### src/rtl/keypad_scanner.sv
// Matrix keypad scanner: walks an active-low column, synchronises and debounces
// the row matrix per frame, and reports single-key presses over valid/ready.
module keypad_scanner #(
  parameter int ROWS     = 4,
  parameter int COLS     = 4,
  parameter int SCAN_DIV = 50000,
  parameter int DEBOUNCE = 4,
  parameter int KEY_W    = $clog2(ROWS*COLS)
) (
  input  logic             clk,
  input  logic             reset,
  input  logic [ROWS-1:0]  row,
  output logic [COLS-1:0]  col,
  output logic [KEY_W-1:0] key_code,
  output logic             key_valid,
  input  logic             key_ready,
  output logic             key_down,
  output logic             multi_key,
  output logic             overrun
);

  localparam int N  = ROWS*COLS;
  localparam int SW = $clog2(SCAN_DIV);
  localparam int CW = $clog2(COLS);
  localparam int NW = $clog2(N+1);

  typedef enum logic [1:0] {ST_IDLE, ST_HELD, ST_MULTI} state_t;

  logic [ROWS-1:0]  row_meta_q, row_meta_d;
  logic [ROWS-1:0]  row_sync_q, row_sync_d;
  logic             run_q, run_d;
  logic [SW-1:0]    slot_q, slot_d;
  logic [CW-1:0]    colidx_q, colidx_d;
  logic [N-1:0]     raw_q, raw_d;
  logic [N-1:0]     prev_q, prev_d;
  logic [N-1:0]     deb_q, deb_d;
  logic [3:0]       stable_q, stable_d;
  logic             eval_q, eval_d;
  state_t           state_q, state_d;
  logic [KEY_W-1:0] held_q, held_d;
  logic [KEY_W-1:0] code_q, code_d;
  logic             valid_q, valid_d;
  logic             ovr_q, ovr_d;

  logic             slot_end;
  logic             frame_end;
  logic [NW-1:0]    n_keys;
  logic [KEY_W-1:0] one_idx;
  logic             press_evt;

  // Row synchroniser and column walk
  always_comb begin
    row_meta_d = row;
    row_sync_d = row_meta_q;
    run_d      = 1'b1;
    slot_end   = run_q && (slot_q == SW'(SCAN_DIV-1));
    frame_end  = slot_end && (colidx_q == CW'(COLS-1));
    slot_d     = slot_q;
    colidx_d   = colidx_q;
    if (run_q) begin
      if (slot_end) begin
        slot_d   = '0;
        colidx_d = (colidx_q == CW'(COLS-1)) ? '0 : colidx_q + CW'(1);
      end else begin
        slot_d = slot_q + SW'(1);
      end
    end
    col = run_q ? ~(COLS'(1) << colidx_q) : '1;
  end

  // Snapshot capture and whole-matrix debounce at frame end
  always_comb begin
    raw_d    = raw_q;
    prev_d   = prev_q;
    deb_d    = deb_q;
    stable_d = stable_q;
    eval_d   = frame_end;
    if (slot_end) begin
      raw_d[int'(colidx_q)*ROWS +: ROWS] = ~row_sync_q;
    end
    if (frame_end) begin
      if (raw_d == prev_q) begin
        stable_d = (stable_q >= 4'(DEBOUNCE)) ? 4'(DEBOUNCE) : stable_q + 4'd1;
      end else begin
        stable_d = 4'd1;
      end
      prev_d = raw_d;
      if (stable_d == 4'(DEBOUNCE)) begin
        deb_d = raw_d;
      end
    end
  end

  // Key count and index of the (last found) pressed key in the debounced matrix
  always_comb begin
    n_keys  = '0;
    one_idx = '0;
    for (int c = 0; c < COLS; c++) begin
      for (int r = 0; r < ROWS; r++) begin
        if (deb_q[c*ROWS + r]) begin
          n_keys  = n_keys + NW'(1);
          one_idx = KEY_W'(r*COLS + c);
        end
      end
    end
  end

  always_ff @(posedge clk or posedge reset) begin
    if (reset) begin
      state_q <= ST_IDLE;
      held_q  <= '0;
    end else begin
      state_q <= state_d;
      held_q  <= held_d;
    end
  end

  always_comb begin
    state_d = state_q;
    held_d  = held_q;
    if (eval_q) begin
      case (state_q)
        ST_IDLE: begin
          if (n_keys == NW'(1)) begin
            state_d = ST_HELD;
            held_d  = one_idx;
          end else if (n_keys > NW'(1)) begin
            state_d = ST_MULTI;
          end
        end
        ST_HELD: begin
          if (n_keys == '0) begin
            state_d = ST_IDLE;
          end else if (n_keys == NW'(1)) begin
            held_d = one_idx;
          end else begin
            state_d = ST_MULTI;
          end
        end
        ST_MULTI: begin
          if (n_keys == '0) begin
            state_d = ST_IDLE;
          end
        end
        default: state_d = ST_IDLE;
      endcase
    end
  end

  always_comb begin
    key_down  = (state_q == ST_HELD);
    multi_key = (state_q == ST_MULTI);
    press_evt = eval_q && (n_keys == NW'(1)) &&
                ((state_q == ST_IDLE) || ((state_q == ST_HELD) && (one_idx != held_q)));
  end

  // Event register: a press while an unaccepted event is pending is dropped
  always_comb begin
    code_d  = code_q;
    valid_d = valid_q && !key_ready;
    ovr_d   = 1'b0;
    if (press_evt) begin
      if (!valid_q || key_ready) begin
        code_d  = one_idx;
        valid_d = 1'b1;
      end else begin
        ovr_d = 1'b1;
      end
    end
    key_code  = code_q;
    key_valid = valid_q;
    overrun   = ovr_q;
  end

  always_ff @(posedge clk or posedge reset) begin
    if (reset) begin
      row_meta_q <= '1;
      row_sync_q <= '1;
      run_q      <= 1'b0;
      slot_q     <= '0;
      colidx_q   <= '0;
      raw_q      <= '0;
      prev_q     <= '0;
      deb_q      <= '0;
      stable_q   <= '0;
      eval_q     <= 1'b0;
      code_q     <= '0;
      valid_q    <= 1'b0;
      ovr_q      <= 1'b0;
    end else begin
      row_meta_q <= row_meta_d;
      row_sync_q <= row_sync_d;
      run_q      <= run_d;
      slot_q     <= slot_d;
      colidx_q   <= colidx_d;
      raw_q      <= raw_d;
      prev_q     <= prev_d;
      deb_q      <= deb_d;
      stable_q   <= stable_d;
      eval_q     <= eval_d;
      code_q     <= code_d;
      valid_q    <= valid_d;
      ovr_q      <= ovr_d;
    end
  end

endmodule

### config.mk
export PLATFORM = sky130hd
export DESIGN_NAME = keypad_scanner
export DESIGN_NICKNAME = d
export VERILOG_FILES = /design/src/rtl/keypad_scanner.sv
export SDC_FILE = /design/constraint.sdc
export NUM_CORES = 1
export LEC_CHECK = 0
export ABC_AREA = 0
export CORE_MARGIN = 1
export CORE_UTILIZATION = 69
export DETAILED_ROUTE_END_ITERATION = 16
export DONT_BUFFER_PORTS = 1
export PLACE_DENSITY = 0.82
export SYNTH_ARGS = -nofsm -noshare
export SYNTH_HDL_FRONTEND = slang
export SYNTH_SLANG_ARGS = --single-unit
### constraint.sdc
create_clock -name clk -period 27.4 [get_ports clk]
set_clock_uncertainty 0.05 [all_clocks]
set_input_delay 5.48 -clock clk [delete_from_list [all_inputs] [get_ports clk]]
set_output_delay 5.48 -clock clk [all_outputs]
set_load 0.005 [all_outputs]
Word level (Yosys, flattened, before mapping)
Cells that the tools add are included.
{ "word_totals": {"register_bits": 92, "elab_cells": 123} }
{ "classes": {"n_addsub": 19, "magnitude_cmp": 2, "n_eq_ne": 12, "shifts": 3, "n_mux": 52, "n_bitwise": 2, "reduce_logical": 18} }
{ "op_table": {"columns": ["cell", "count"], "rows": [
  ["4-bit 2-to-1 mux", 20],
  ["5-bit by 1-bit adder with 5-bit output, second input constant", 15],
  ["5-bit 2-to-1 mux", 15],
  ["4-bit negator with 33-bit output", 1],
  ["4-bit by 33-bit variable shift with 16-bit output, first input constant", 1],
  ["4-bit by 33-bit indexed part select with 16-bit output", 1],
  ["16-bit 2-to-1 mux", 2],
  ["16-bit by 1-bit adder with 16-bit output, second input constant", 1],
  ["16-bit bitwise mux", 1],
  ["16-bit equality test", 1],
  ["16-bit equality test, second input constant", 1],
  ["2-bit 2-to-1 mux", 6],
  ["4-bit inverter", 2],
  ["4-bit case mux with 2 select lines", 1],
  ["1-bit logical AND", 6],
  ["3-bit inequality test, second input constant", 2],
  ["2-bit case mux with 3 select lines", 1],
  ["2-bit AND reduction", 3],
  ["5-bit by 1-bit equality test with 1-bit output, second input constant", 1],
  ["5-bit by 1-bit > comparator with 1-bit output, second input constant", 1],
  ["5-bit zero test", 1],
  ["1-bit 2-to-1 mux", 5],
  ["4-bit by 1-bit adder with 4-bit output, second input constant", 1],
  ["2-bit equality test, second input constant", 2],
  ["15 further kinds", 17]
]} }

Longest topological paths before layout
Gate-level depths: netlist of the first run.
{ "logic_depth": {"depth_word": 35, "mapped_depth": 52, "mapped_depth_nobuf": 51} }

Least setup slack after synthesis of the first run
OpenSTA, ideal clock, no wires.
{ "synth_path": {"path_kind": "register to register", "from": "register deb_q[1]", "to": "register code_q[0] (netlist: key_code[0])", "setup_ns": 0.125, "t_arrival_ns": 8.607, "required_ns": 27.225, "setup_slack_ns": 18.618, "path_stages_with_launch": 50, "n_path_buf": 0, "synth_period_minus_slack_ns": 8.782, "cell_sequence": "dfrtp_1 inv_1 ha_1 xor2_1 ha_1 nand2_1 o31ai_1 ha_1 nand2b_1 o21a_1 ha_1 mux2i_1 or2_1 inv_1 ha_1 nand2_1 o21ai_0 ha_1 (+14 left out) nand2_1 ha_1 nand2b_1 o21a_1 ha_1 mux2_2 o31ai_1 inv_1 ha_1 nand2_1 xor2_1 xnor2_1 and4b_1 nand2_1 mux2i_1 nand4_1 or3_4 mux2_4"} }
{ "synth_via": {"elab_chain_cells": 33, "word_cells_on_any_way": 51, "classes_between": "add/sub: 14; eq/ne: 2; mux: 30; reduce/logical: 5"} }
{ "synth_lines": {"columns": ["item", "line", "rtl"], "rows": [
  ["start, declared", "36", "logic [N-1:0] deb_q, deb_d;"],
  ["start signal, assigned", "184", "deb_q <= '0;"],
  ["start signal, assigned", "198", "deb_q <= deb_d;"],
  ["5-bit 2-to-1 mux", "100", "if (deb_q[c*ROWS + r]) begin"],
  ["5-bit by 1-bit adder with 5-bit output", "101", "n_keys = n_keys + NW'(1);"],
  ["5-bit 2-to-1 mux", "100", null],
  ["5-bit by 1-bit adder with 5-bit output", "101", null],
  ["5-bit 2-to-1 mux", "100", null],
  ["5-bit by 1-bit adder with 5-bit output", "101", null],
  ["5-bit 2-to-1 mux", "100", null],
  ["5-bit by 1-bit adder with 5-bit output", "101", null],
  ["(+17 left out)", null, null],
  ["5-bit by 1-bit adder with 5-bit output", "101", null],
  ["5-bit 2-to-1 mux", "100", null],
  ["5-bit by 1-bit adder with 5-bit output", "101", null],
  ["5-bit 2-to-1 mux", "100", null],
  ["5-bit by 1-bit equality test with 1-bit output", "153", "press_evt = eval_q && (n_keys == NW'(1)) &&"],
  ["1-bit logical AND", "153", null],
  ["1-bit logical AND *", "153", null],
  ["2-bit AND reduction (no line) *", null, null],
  ["end signal, assigned", "201", "code_q <= code_d;"],
  ["end, declared", "41", "logic [KEY_W-1:0] code_q, code_d;"]
]} }
Mark *: on every way between the ends. The rest lies on a longest branch, timed or not.
A chain may end at the register's enable or synchronous reset.

Final worst setup path of the first run
{ "layout_path": {"from": "register deb_q[1]", "to": "register code_q[1] (netlist: key_code[1])"} }
The elaborated chain is that of the path after synthesis.

==> results of run 1 <==
[sequential cells by signal (all words and copies together) (netlist names)]
name	flops
run_q	1
stable_q	4
raw_q	16
row_sync_q	4
deb_q	16
overrun	1
state_q	2
row_meta_q	4
held_q	4
key_valid	1
key_code	4
prev_q	16
slot_q	16
colidx_q	2
eval_q	1
[power groups by stage]
stage	Clock, mW	Combinational (mW)	Sequential (mW)
after floorplan	0	0.0100	0.149
after global placement	0	0.0113	0.150
after detailed placement	0	0.0118	0.150
after CTS	0.0890	0.0118	0.148
after global routing	0.0936	0.0137	0.149
final	0.0874	0.0115	0.148
[metal layers]
metal | routed length [um] | GRT usage [%]
met5 | 0 | 0
met4 | 140 | 7.68
met3 | 341 | 4.43
met2 | 5270 | 45.6
met1 | 4970 | 37.8
[per-stage QoR]
stage          utilization [%]  hold WS, ps  instances
2_1_floorplan                -          295        611
3_3_place_gp              73.2          296        693
3_5_place_dp              73.2          301        693
4_1_cts                   75.6          316        709
5_1_grt                   75.6          317        709
6_report                  75.6          315        709
[synth_stat cells, types with 5 or more instances]
master,instances
nand4_1,9
nor3_1,23
o31ai_1,8
and3_1,5
nand3_1,14
nand2_1,71
nand2b_1,8
dfrtp_1,84
ha_1,23
clkbuf_1,19
xnor2_1,54
inv_1,37
o21ai_0,31
a21oi_1,47
dfstp_2,8
mux2_2,5
nor4_1,8
nor2_1,50
mux2i_1,5
xor2_1,22
[final cells by class]
cell class	count	area (um2)	area share [%]
clock buffer	9	124	2.10
clock inverter	7	66.3	1.12
inverter	37	140	2.37
multi-input combinational	458	3100	52.6
sequential	92	2310	39.2
tap	102	128	2.16
timing repair buffer	4	30.0	0.509
[kinds of logic (layout without fill, tap and decap cells)]
logic type	after synthesis	in the layout	synth area share (%)
AOI/OAI and AO/OA	121	121	13.3
xor gates and xnor gates	86	86	15.5
adders and majority gates	23	23	5.10
buffers and inverters	61	57	4.17
DFF	92	92	41.0
muxes	14	14	2.95
other	1	1	0.0664
and+or+nand+nor	213	213	17.9
[cells in the final DEF, fill, tap and decap left out, types with 14 or more instances in the layout]
cell type	instances
dfrtp_1	84
xor2_1	22
inv_1	36
o21ai_0	31
nor2_1	50
nand3_1	14
xnor2_1	54
ha_1	23
a21oi_1	47
nor3_1	23
nand2_1	71
[worst max-delay path by stage]
stage	end	slack [ps]	cells past startpoint
floorplan	key_code[0]	18620	49
global placement	key_code[1]	17800	50
detailed placement	key_code[1]	17200	50
CTS	key_code[1]	17180	50
global route	key_code[0]	16410	50
finish	key_code[1]	17130	50
[worst max-delay path, delay by kind of cell (launching register included)]
kind                       cells  cell delay [ps]
and+or+nand+nor               17             2820
muxes                          3              750
buffers and inverters          3              210
AOI/OAI and AO/OA             11             1480
DFF                            1              400
xor gates and xnor gates       2              330
adders and majority gates     14             4120
==> out/qor.yml, run 1 <==
routing:
  dr.pass1.iters: 4
  num_vias: 4210
  ant_nets: 0
  remaining_drc_errors: 0
  wl_per_cell_um: 15.1
  avgViaCountPerCell: 5.94
  drt_iter0_drc: 262
  drt_wl_total_mm: 10.7
yosys:
  synth.distinct_cells: 67
  synth_top_area_cell: "dfrtp_1"
  avgSynthCellArea_um2: 9.24
  synthArstFlopShare_pct: 100
  synthTopCellsByArea: "dfrtp_1, xnor2_1, ha_1, nand2_1, a21oi_1"
  syn_inst: 611
  syn-num-nets: 641
  yosysWarningCount: 0
  yosys.area.top_type_share_pct: 37.2
  ys_ff_latch: 92
  synth_edf_count: 0
  netlist_area_mm2: 0.00565
  yosysSeqAreaShare_pct: 41.0
  ys.flop_type: "dfrtp_1"
clock_network:
  clock_latency_ps: 370
  cts_tree: "yes"
  ctsResizeCount: 0
  hold_buffers: 0
  post-cts-setup-buffers: 0
  cts.sinks: 92
  cts_buffer_depth: 2
  cts_htree_levels: 3
  cts_root_buffer: "clkbuf_8"
  clk_pin_slew_ps: 100
  cts_made_buffers: 9
die:
  io_pins: 19
  design.core.area_mm2: 0.00781
  die_x_um: 92.5
  start_util_pct: 72.3
  dieArea_mm2: 0.00855
  dieHeight_um: 92.5
  rows: 32
status:
  status: "finished clean"
power:
  intPower_mw: 0.182
  total_power_mw: 0.247
  ir_worst_vdd_mv: 0.0507
  p_leak_nw: 2.84
  power.density_mw_per_mm2: 41.8
  p_sw_mw: 0.0647
  swShare_pct: 26.2
  seqPwrFrac_pct: 59.9
  pwr-share-comb_pct: 4.7
  p_clk_share_pct: 35.4
hold_path:
  hold_end: "row_sync_q[2]"
  hp-start: "row_meta_q[2]"
  hold_path.class: "reg2reg"
  whs_path_depth: 0
setup_path:
  path_class: "reg2reg"
  ff2ff_setup_slack_ps: 17130
  cp_max_fo: 11
  crit_path_end_kind: "flop"
  crit_slowest_cell: "or3_4"
  cpPeakStageDelay_ps: 580
  arrival_ps: 10480
  cp_data_required_time_ps: 27610
  crit_top_cell: "ha_1"
  crit_start: "deb_q[1]"
  cp-start-kind: "flop"
  rr_worst_depth: 50
  r2r_end: "key_code[1]"
  reg2reg_from: "deb_q[1]"
sta:
  worst_slew_pin_slew_ps: 932
  rsz0062_at_grt: "no"
  period_needed_ps: 10270
  finalCritPeriodShare_pct: 37.5
  slew_violations: 0
  tns_ps: 0
  max_slew_margin_pct: 37.4
  final.setup.worst_slack_ps: 17130
  finalSetupViolCount: 0
  hold_viol: 0
  clock.fmax_mhz: 97.4
place:
  io_buffers: 0
  place_area_mm2: 0.00571
  dp_hpwl_mm: 7.93
  pre_cts_slack_ps: 17200
  gp_congestion: 0.832
run:
  maxCapViolCount: 0
grt:
  antenna_found_initial: 0
  grt_pass1_vias: 4081
  overflow: 0
  grtUsageTotal_pct: 27.6
  grt_pass1_wl_mm: 18.7
  grt_max_degree: 60
layout:
  nets: 632
  syn_to_final_growth_pct: 4.57
  num-fill-cells: 554
  stdcell_area_mm2: 0.00590
  drive_gt1_share_pct: 8.90
  antennaDiodeCount: 0
Power figures use the tool's default switching activity.
==> inputs of run 2 (changes only) <==
Settings changed: ABC_AREA 0 to 1, CORE_UTILIZATION 69 to 65, PLACE_DENSITY 0.82 to 0.78.
Clock period 27.4 ns to 10.7 ns, I/O delays scaled along.
==> run 2 against run 1 <==
First-iteration DRC count shrank 24%. Sequential share of layout area shrank 2.3 points. Die area grew 12%. Global-route usage shrank 1.8 points. Setup slack lost 15000 ps. Cell count grew 33%. Sequential power grew to 2.5 times the previous value. Synthesized cell count grew 36%. Maximum frequency grew 24%.
==> out/qor.yml, run 2 <==
power:
  power.density_mw_per_mm2: 101  # +140%
  pwr-share-comb_pct: 5.2  # +0.5 points
  p_clk_share_pct: 35.9  # +0.5 points
  p_sw_mw: 0.151  # +130%
  ir_worst_vdd_mv: 0.103  # +100%
  intPower_mw: 0.484  # +170%
  swShare_pct: 23.8  # -2.4 points
  p_leak_nw: 3.38  # +19%
  seqPwrFrac_pct: 58.9  # -1.0 points
sta:
  tns_ps: 0  # unchanged
  hold_viol: 0  # unchanged
  finalCritPeriodShare_pct: 77.7  # +40 points
  period_needed_ps: 8310  # -1960 ps
  rsz0062_at_grt: "no"
  slew_violations: 0  # unchanged
  worst_slew_pin_slew_ps: 1100  # +172 ps
  finalSetupViolCount: 0  # unchanged
  fin_hold_ws_ps: 311  # -4.11 ps
  max_slew_margin_pct: 26.4  # -11 points
  clock.fmax_mhz: 120  # +24%
layout:
  nets: 861  # +36%
  most-common-layout-cells: "nand2_1, inv_1, dfrtp_1, nand3_1, nor2_1"
  syn_to_final_growth_pct: 4.90
  final_common_cell: "nand2_1"
  num-fill-cells: 716  # +29%
  drive_gt1_share_pct: 10.9  # +2.0 points
  antennaDiodeCount: 0  # unchanged
routing:
  avgViaCountPerCell: 5.28  # -11%
  drt_wl_total_mm: 11.2  # +4.9%
  drt_iter0_drc: 199  # -24%
  dr.pass1.iters: 5  # +1
  ant_nets: 0  # unchanged
  remaining_drc_errors: 0  # unchanged
  num_vias: 4985  # +18%
  wl_per_cell_um: 11.9  # -21%
grt:
  overflow: 0  # unchanged
  grt_max_degree: 93  # +55%
  antenna_found_initial: 0  # unchanged
  grt_pass1_wl_mm: 20.5  # +9.9%
  grtUsageTotal_pct: 25.8  # -1.8 points
  grt_pass1_vias: 4956  # +21%
yosys:
  ys_ff_latch: 92  # unchanged
  yosysSeqAreaShare_pct: 38.7  # -2.2 points
  syn-num-nets: 860  # +34%
  yosys.area.top_type_share_pct: 35.2  # -2.0 points
  synth_edf_count: 0  # unchanged
  synthTopCellsByArea: "dfrtp_1, nand2_1, inv_1, nand3_1, ha_1"
  netlist_area_mm2: 0.00597  # +5.8%
  yosysWarningCount: 0  # unchanged
  synthArstFlopShare_pct: 100  # unchanged
  synth.distinct_cells: 40  # -40%
  synth_top_area_cell: "dfrtp_1"
  synth.most_common_cell: "nand2_1"
  ys.flop_type: "dfrtp_1"
  synthTopCellsByCount: "nand2_1, inv_1, dfrtp_1, nand3_1, nor2_1"
  syn_inst: 830  # +36%
  avgSynthCellArea_um2: 7.20  # -22%
clock_network:
  cts_buffer_depth: 2  # unchanged
  cts_root_buffer: "clkbuf_8"
  clock_latency_ps: 360  # about the same
  ctsResizeCount: 0  # unchanged
  clk_pin_slew_ps: 90  # about the same
  cts_tree: "yes"
  cts.sinks: 92  # unchanged
  cts_htree_levels: 3  # unchanged
  hold_buffers: 0  # unchanged
  cts_made_buffers: 9  # unchanged
  post-cts-setup-buffers: 0  # unchanged
setup_path:
  path_class: "reg2reg"
  cp_data_required_time_ps: 10900  # -16,710 ps
  ff2ff_setup_slack_ps: 2390  # -14,740 ps
  cpPeakStageDelay_ps: 380  # -200 ps
  crit_top_cell: "nand2_1"
  crit_path_end_kind: "flop"
  crit_slowest_cell: "dfrtp_1"
  cp_max_fo: 8  # -3
  r2r_end: "held_q[0]"
  cp-start-kind: "flop"
  arrival_ps: 8510  # -1970 ps
  rr_worst_depth: 53  # +6.0%
  reg2reg_from: "deb_q[1]"
hold_path:
  whs_path_depth: 0  # unchanged
  hold_end: "row_sync_q[0]"
  hp-start: "row_meta_q[0]"
  hold_path.class: "reg2reg"
place:
  gp_congestion: 0.911  # +9.6%
  io_buffers: 0  # unchanged
  dp_hpwl_mm: 8.58  # +8.2%
run:
  maxCapViolCount: 0  # unchanged
die:
  io_pins: 19  # unchanged
  rows: 34  # +6.3%
  die_x_um: 97.9  # +5.8%
  design.core.area_mm2: 0.00881  # +13%
  dieArea_mm2: 0.00957  # +12%
  start_util_pct: 67.8  # -4.5 points
  dieHeight_um: 97.9  # +5.8%
status:
  status: "finished clean"
-- run 2: layout make-up --
type	instances	area [um2]	area share, %
Tap cell	108	135	2.16
Inverter	155	583	9.31
Clock inverter	5	61.3	0.979
Multi-Input combinational cell	572	3030	48.4
Timing Repair Buffer	1	7.51	0.120
Clock buffer	11	131	2.10
Sequential cell	92	2310	36.9
-- run 2: worst max-delay path by stage --
stage / from / end / slack, ps / cells past startpoint
6_report: deb_q[1] / held_q[0] / 2390 / 53
5_1_grt: deb_q[0] / held_q[0] / 1630 / 53
4_1_cts: deb_q[1] / held_q[0] / 2360 / 53
3_5_place_dp: deb_q[1] / held_q[0] / 2380 / 53
3_3_place_gp: deb_q[0] / key_code[2] / 2820 / 53
2_1_floorplan: deb_q[0] / key_code[2] / 3060 / 53
-- run 2: power groups by stage --
stage               combinational (mW)  sequential (mW)  clock (mW)
global placement                0.0323            0.380           0
global route                    0.0406            0.375       0.243
CTS                             0.0341            0.373       0.233
detailed placement              0.0344            0.380           0
floorplan                       0.0291            0.377           0
finish                          0.0333            0.374       0.228
-- run 2: through the flow --
stage                     worst slack [ps]  total power [mW]  area (um2)  cells  utilization [%]
after global placement                2820             0.412        6070    928             69.0
final                                 2390             0.635        6260    944             71.1
after global routing                  1630             0.659        6260    944             71.1
after CTS                             2360             0.640        6260    944             71.1
after detailed placement              2380             0.414        6070    928             69.0
after floorplan                       3060             0.406        5970    830                -
-- run 2: routing by layer --
metal	share of wire (%)	wire (um)	global-route usage, %	vias to the layer above
met1	48	5440	33.0	2296
met4	1.2	136	7.34	0
li1	-	-	-	2605
met2	48	5380	45.8	68
met3	2.6	292	3.29	16
met5	0	0	0	-
-- run 2: kinds of logic after synthesis --
logic type               Yosys count  share of synthesized area, %
AO/OA/AOI/OAI                     92                          8.38
XOR/XNOR                          22                          3.35
adder cells (fa/ha/maj)           23                          4.82
buffers and inverters            166                          10.5
flip-flops                        92                          38.7
multiplexers                       2                         0.377
other                              1                        0.0628
AND/OR/NAND/NOR                  432                          33.8
-- run 2: critical path: cells and delay by family, from the launching register on --
kind / cells / cell delay (ps)
DFF: 1 / 380
AOI/OAI and AO/OA: 3 / 310
buffers and inverters: 5 / 350
and+or+nand+nor: 31 / 3220
adders and majority gates: 14 / 3880
==> inputs of run 3 (changes only) <==
Settings changed: CORE_UTILIZATION 65 to 58, PLACE_DENSITY 0.78 to 0.73.
Clock period 10.7 ns to 6.91 ns, I/O delays scaled along.
==> run 3 against run 2 <==
The run now ends with setup timing left. Power rose by 51%. Final area rose by 13%. Non-clock buffer count rose by 45. Sequential share of layout area fell by 4.1 points. Core utilization rose by 0.31 points. Setup slack got worse by 2700 ps. Register-to-register slack got worse by 2700 ps. Sequential power rose by 55%. Wire length rose by 13%. Flip-flop and latch count did not move.
==> out/qor.yml, run 3 (synthesis gave the netlist of run 2 again) <==
status:
  status: "finished with violations"
  violations: "setup timing"
die:
  dieArea_mm2: 0.0107  # +12%
  design.core.area_mm2: 0.00986  # +12%
  die_x_um: 103  # +5.7%
  start_util_pct: 60.5  # -7.3 points
  dieHeight_um: 103  # +5.7%
  rows: 36  # +5.9%
  io_pins: 19  # unchanged
routing:
  drt_iter0_drc: 192  # -3.5%
  remaining_drc_errors: 0  # unchanged
  avgViaCountPerCell: 5.21  # -1.4%
  num_vias: 5280  # +5.9%
  wl_per_cell_um: 12.6  # +5.4%
  dr.pass1.iters: 7  # +2
  ant_nets: 0  # unchanged
  drt_wl_total_mm: 12.7  # +13%
sta:
  finalSetupViolCount: 12  # +12
  clock.fmax_mhz: 139  # +16%
  rsz0062_at_grt: "yes"
  slew_violations: 0  # unchanged
  hold_viol: 0  # unchanged
  period_needed_ps: 7180  # -1130 ps
  worst_slew_pin_slew_ps: 980  # -124 ps
  finalCritPeriodShare_pct: 104  # +26 points
  tns_ps: -2610  # -2610 ps
  final.setup.worst_slack_ps: -266  # -2660 ps
  max_slew_margin_pct: 34.7  # +8.3 points
setup_path:
  crit_path_end_kind: "flop"
  cp_data_required_time_ps: 7120  # -3780 ps
  path_class: "reg2reg"
  worst-path-buf-inv: 6  # +1
  r2r_end: "held_q[0]"
  cp-start-kind: "flop"
  cpPeakStageDelay_ps: 410  # +30 ps
  crit_slowest_cell: "dfrtp_1"
  arrival_ps: 7380  # -1130 ps
  crit_top_cell: "nand2_4"
  reg2reg_from: "deb_q[0]"
  cp.depth: 54  # +1.9%
  critPathTopFamily: "adder cells"
  rr_worst_depth: 54  # +1.9%
  ff2ff_setup_slack_ps: -270  # -2660 ps
  cp_max_fo: 8  # unchanged
place:
  dp_hpwl_mm: 9.15  # +6.6%
  pre_cts_slack_ps: -520  # -2900 ps
  io_buffers: 0  # unchanged
  gp_congestion: 0.771  # -15%
clock_network:
  cts_htree_levels: 3  # unchanged
  clk_pin_slew_ps: 80  # about the same
  clock_latency_ps: 370  # about the same
  cts_root_buffer: "clkbuf_8"
  cts_buffer_depth: 2  # unchanged
  cts.sinks: 92  # unchanged
  hold_buffers: 0  # unchanged
  cts_tree: "yes"
  cts_made_buffers: 9  # unchanged
power:
  total_power_mw: 0.961  # +51%
  power.density_mw_per_mm2: 136  # +35%
  ir_worst_vdd_mv: 0.167  # +63%
  p_leak_nw: 3.78  # +12%
layout:
  antennaDiodeCount: 0  # unchanged
  most-common-layout-cells: "nand2_1, inv_1, dfrtp_1, nor2_1, o21ai_0"
  fin_util_pct: 71.4  # +0.31 points
  final_common_cell: "nand2_1"
  drive_gt1_share_pct: 22.7  # +12 points
  syn_to_final_growth_pct: 18.0
  nets: 906  # +5.2%
grt:
  grt_max_degree: 83  # -11%
  grt_pass1_vias: 5019  # +1.3%
  antenna_found_initial: 0  # unchanged
  grt_pass1_wl_mm: 21.3  # +3.8%
  grtUsageTotal_pct: 25.1  # -0.62 points
  overflow: 0  # unchanged
hold_path:
  hold_end: "row_sync_q[0]"
  hp-start: "row_meta_q[0]"
  whs_path_depth: 0  # unchanged
  hold_path.class: "reg2reg"
run:
  maxCapViolCount: 0  # unchanged
[run 3: cell types whose count changed in the layout (fill, tap and decap cells not counted), moves of 2 or more]
cell	previous run	this run
nand2_1	221	193
inv_2	10	18
clkbuf_8	9	11
nand3_2	10	18
or2_4	0	2
clkinv_2	1	3
nand2_2	32	40
inv_1	144	136
nand2_4	2	22
nand3_1	62	54
ha_1	23	8
ha_4	0	14
buf_4	1	45
[run 3: what timing repair did]
item / 4_1_cts / 5_1_grt
hold endpoints to repair: 0 / 0
setup buffers: 14 / 8
pin swaps: 5 / 41
setup endpoints to repair: 12 / 12
gates resized for setup: 8 / 49
[run 3: report_power, final]
part | internal [mW] | leakage, nW | switching [mW]
logic | 0.0201 | 2.45 | 0.0326
clock network | 0.149 | 0.0884 | 0.180
registers | 0.560 | 1.25 | 0.0188
[run 3: worst reg2reg max path, delay by kind of cell (launching register included)]
family                   cells  cell delay, ps
flip-flops                   1             410
AO/OA/AOI/OAI                3             190
adder cells (fa/ha/maj)     14            3270
buffers and inverters        6             440
AND/OR/NAND/NOR             31            2700
[run 3: final cells by class]
cell class	count	area (um2)
repair buffers	46	349
clock inverters	4	25.0
clock buffers	12	155
well taps	133	166
inverters	155	583
multi-input cells	572	3460
fillers	766	2820
flip-flops and latches	92	2310
[run 3: worst max-delay path by stage]
stage / from / end / slack, ps
2_1_floorplan: deb_q[1] / key_code[2] / -240
3_3_place_gp: deb_q[1] / state_q[1] / -260
3_5_place_dp: deb_q[1] / key_code[0] / -520
4_1_cts: deb_q[1] / key_code[1] / -370
5_1_grt: deb_q[1] / held_q[0] / -580
6_report: deb_q[0] / held_q[0] / -270
[run 3: metal layers]
layer | global-route usage (%) | up-vias | wire length [um]
met2 | 43.5 | 79 | 6190
met4 | 7.37 | 0 | 150
li1 | - | 2704 | -
met3 | 3.29 | 15 | 363
met5 | 0 | - | 0
met1 | 33.1 | 2482 | 6030
[run 3: through the flow]
step | area (um2) | hold WS, ps | std cells
floorplan | 6130 | 295 | 830
global placement | 6440 | 296 | 977
detailed placement | 6440 | 298 | 977
CTS | 6780 | 310 | 1007
global route | 7050 | 311 | 1014
finish | 7050 | 307 | 1014
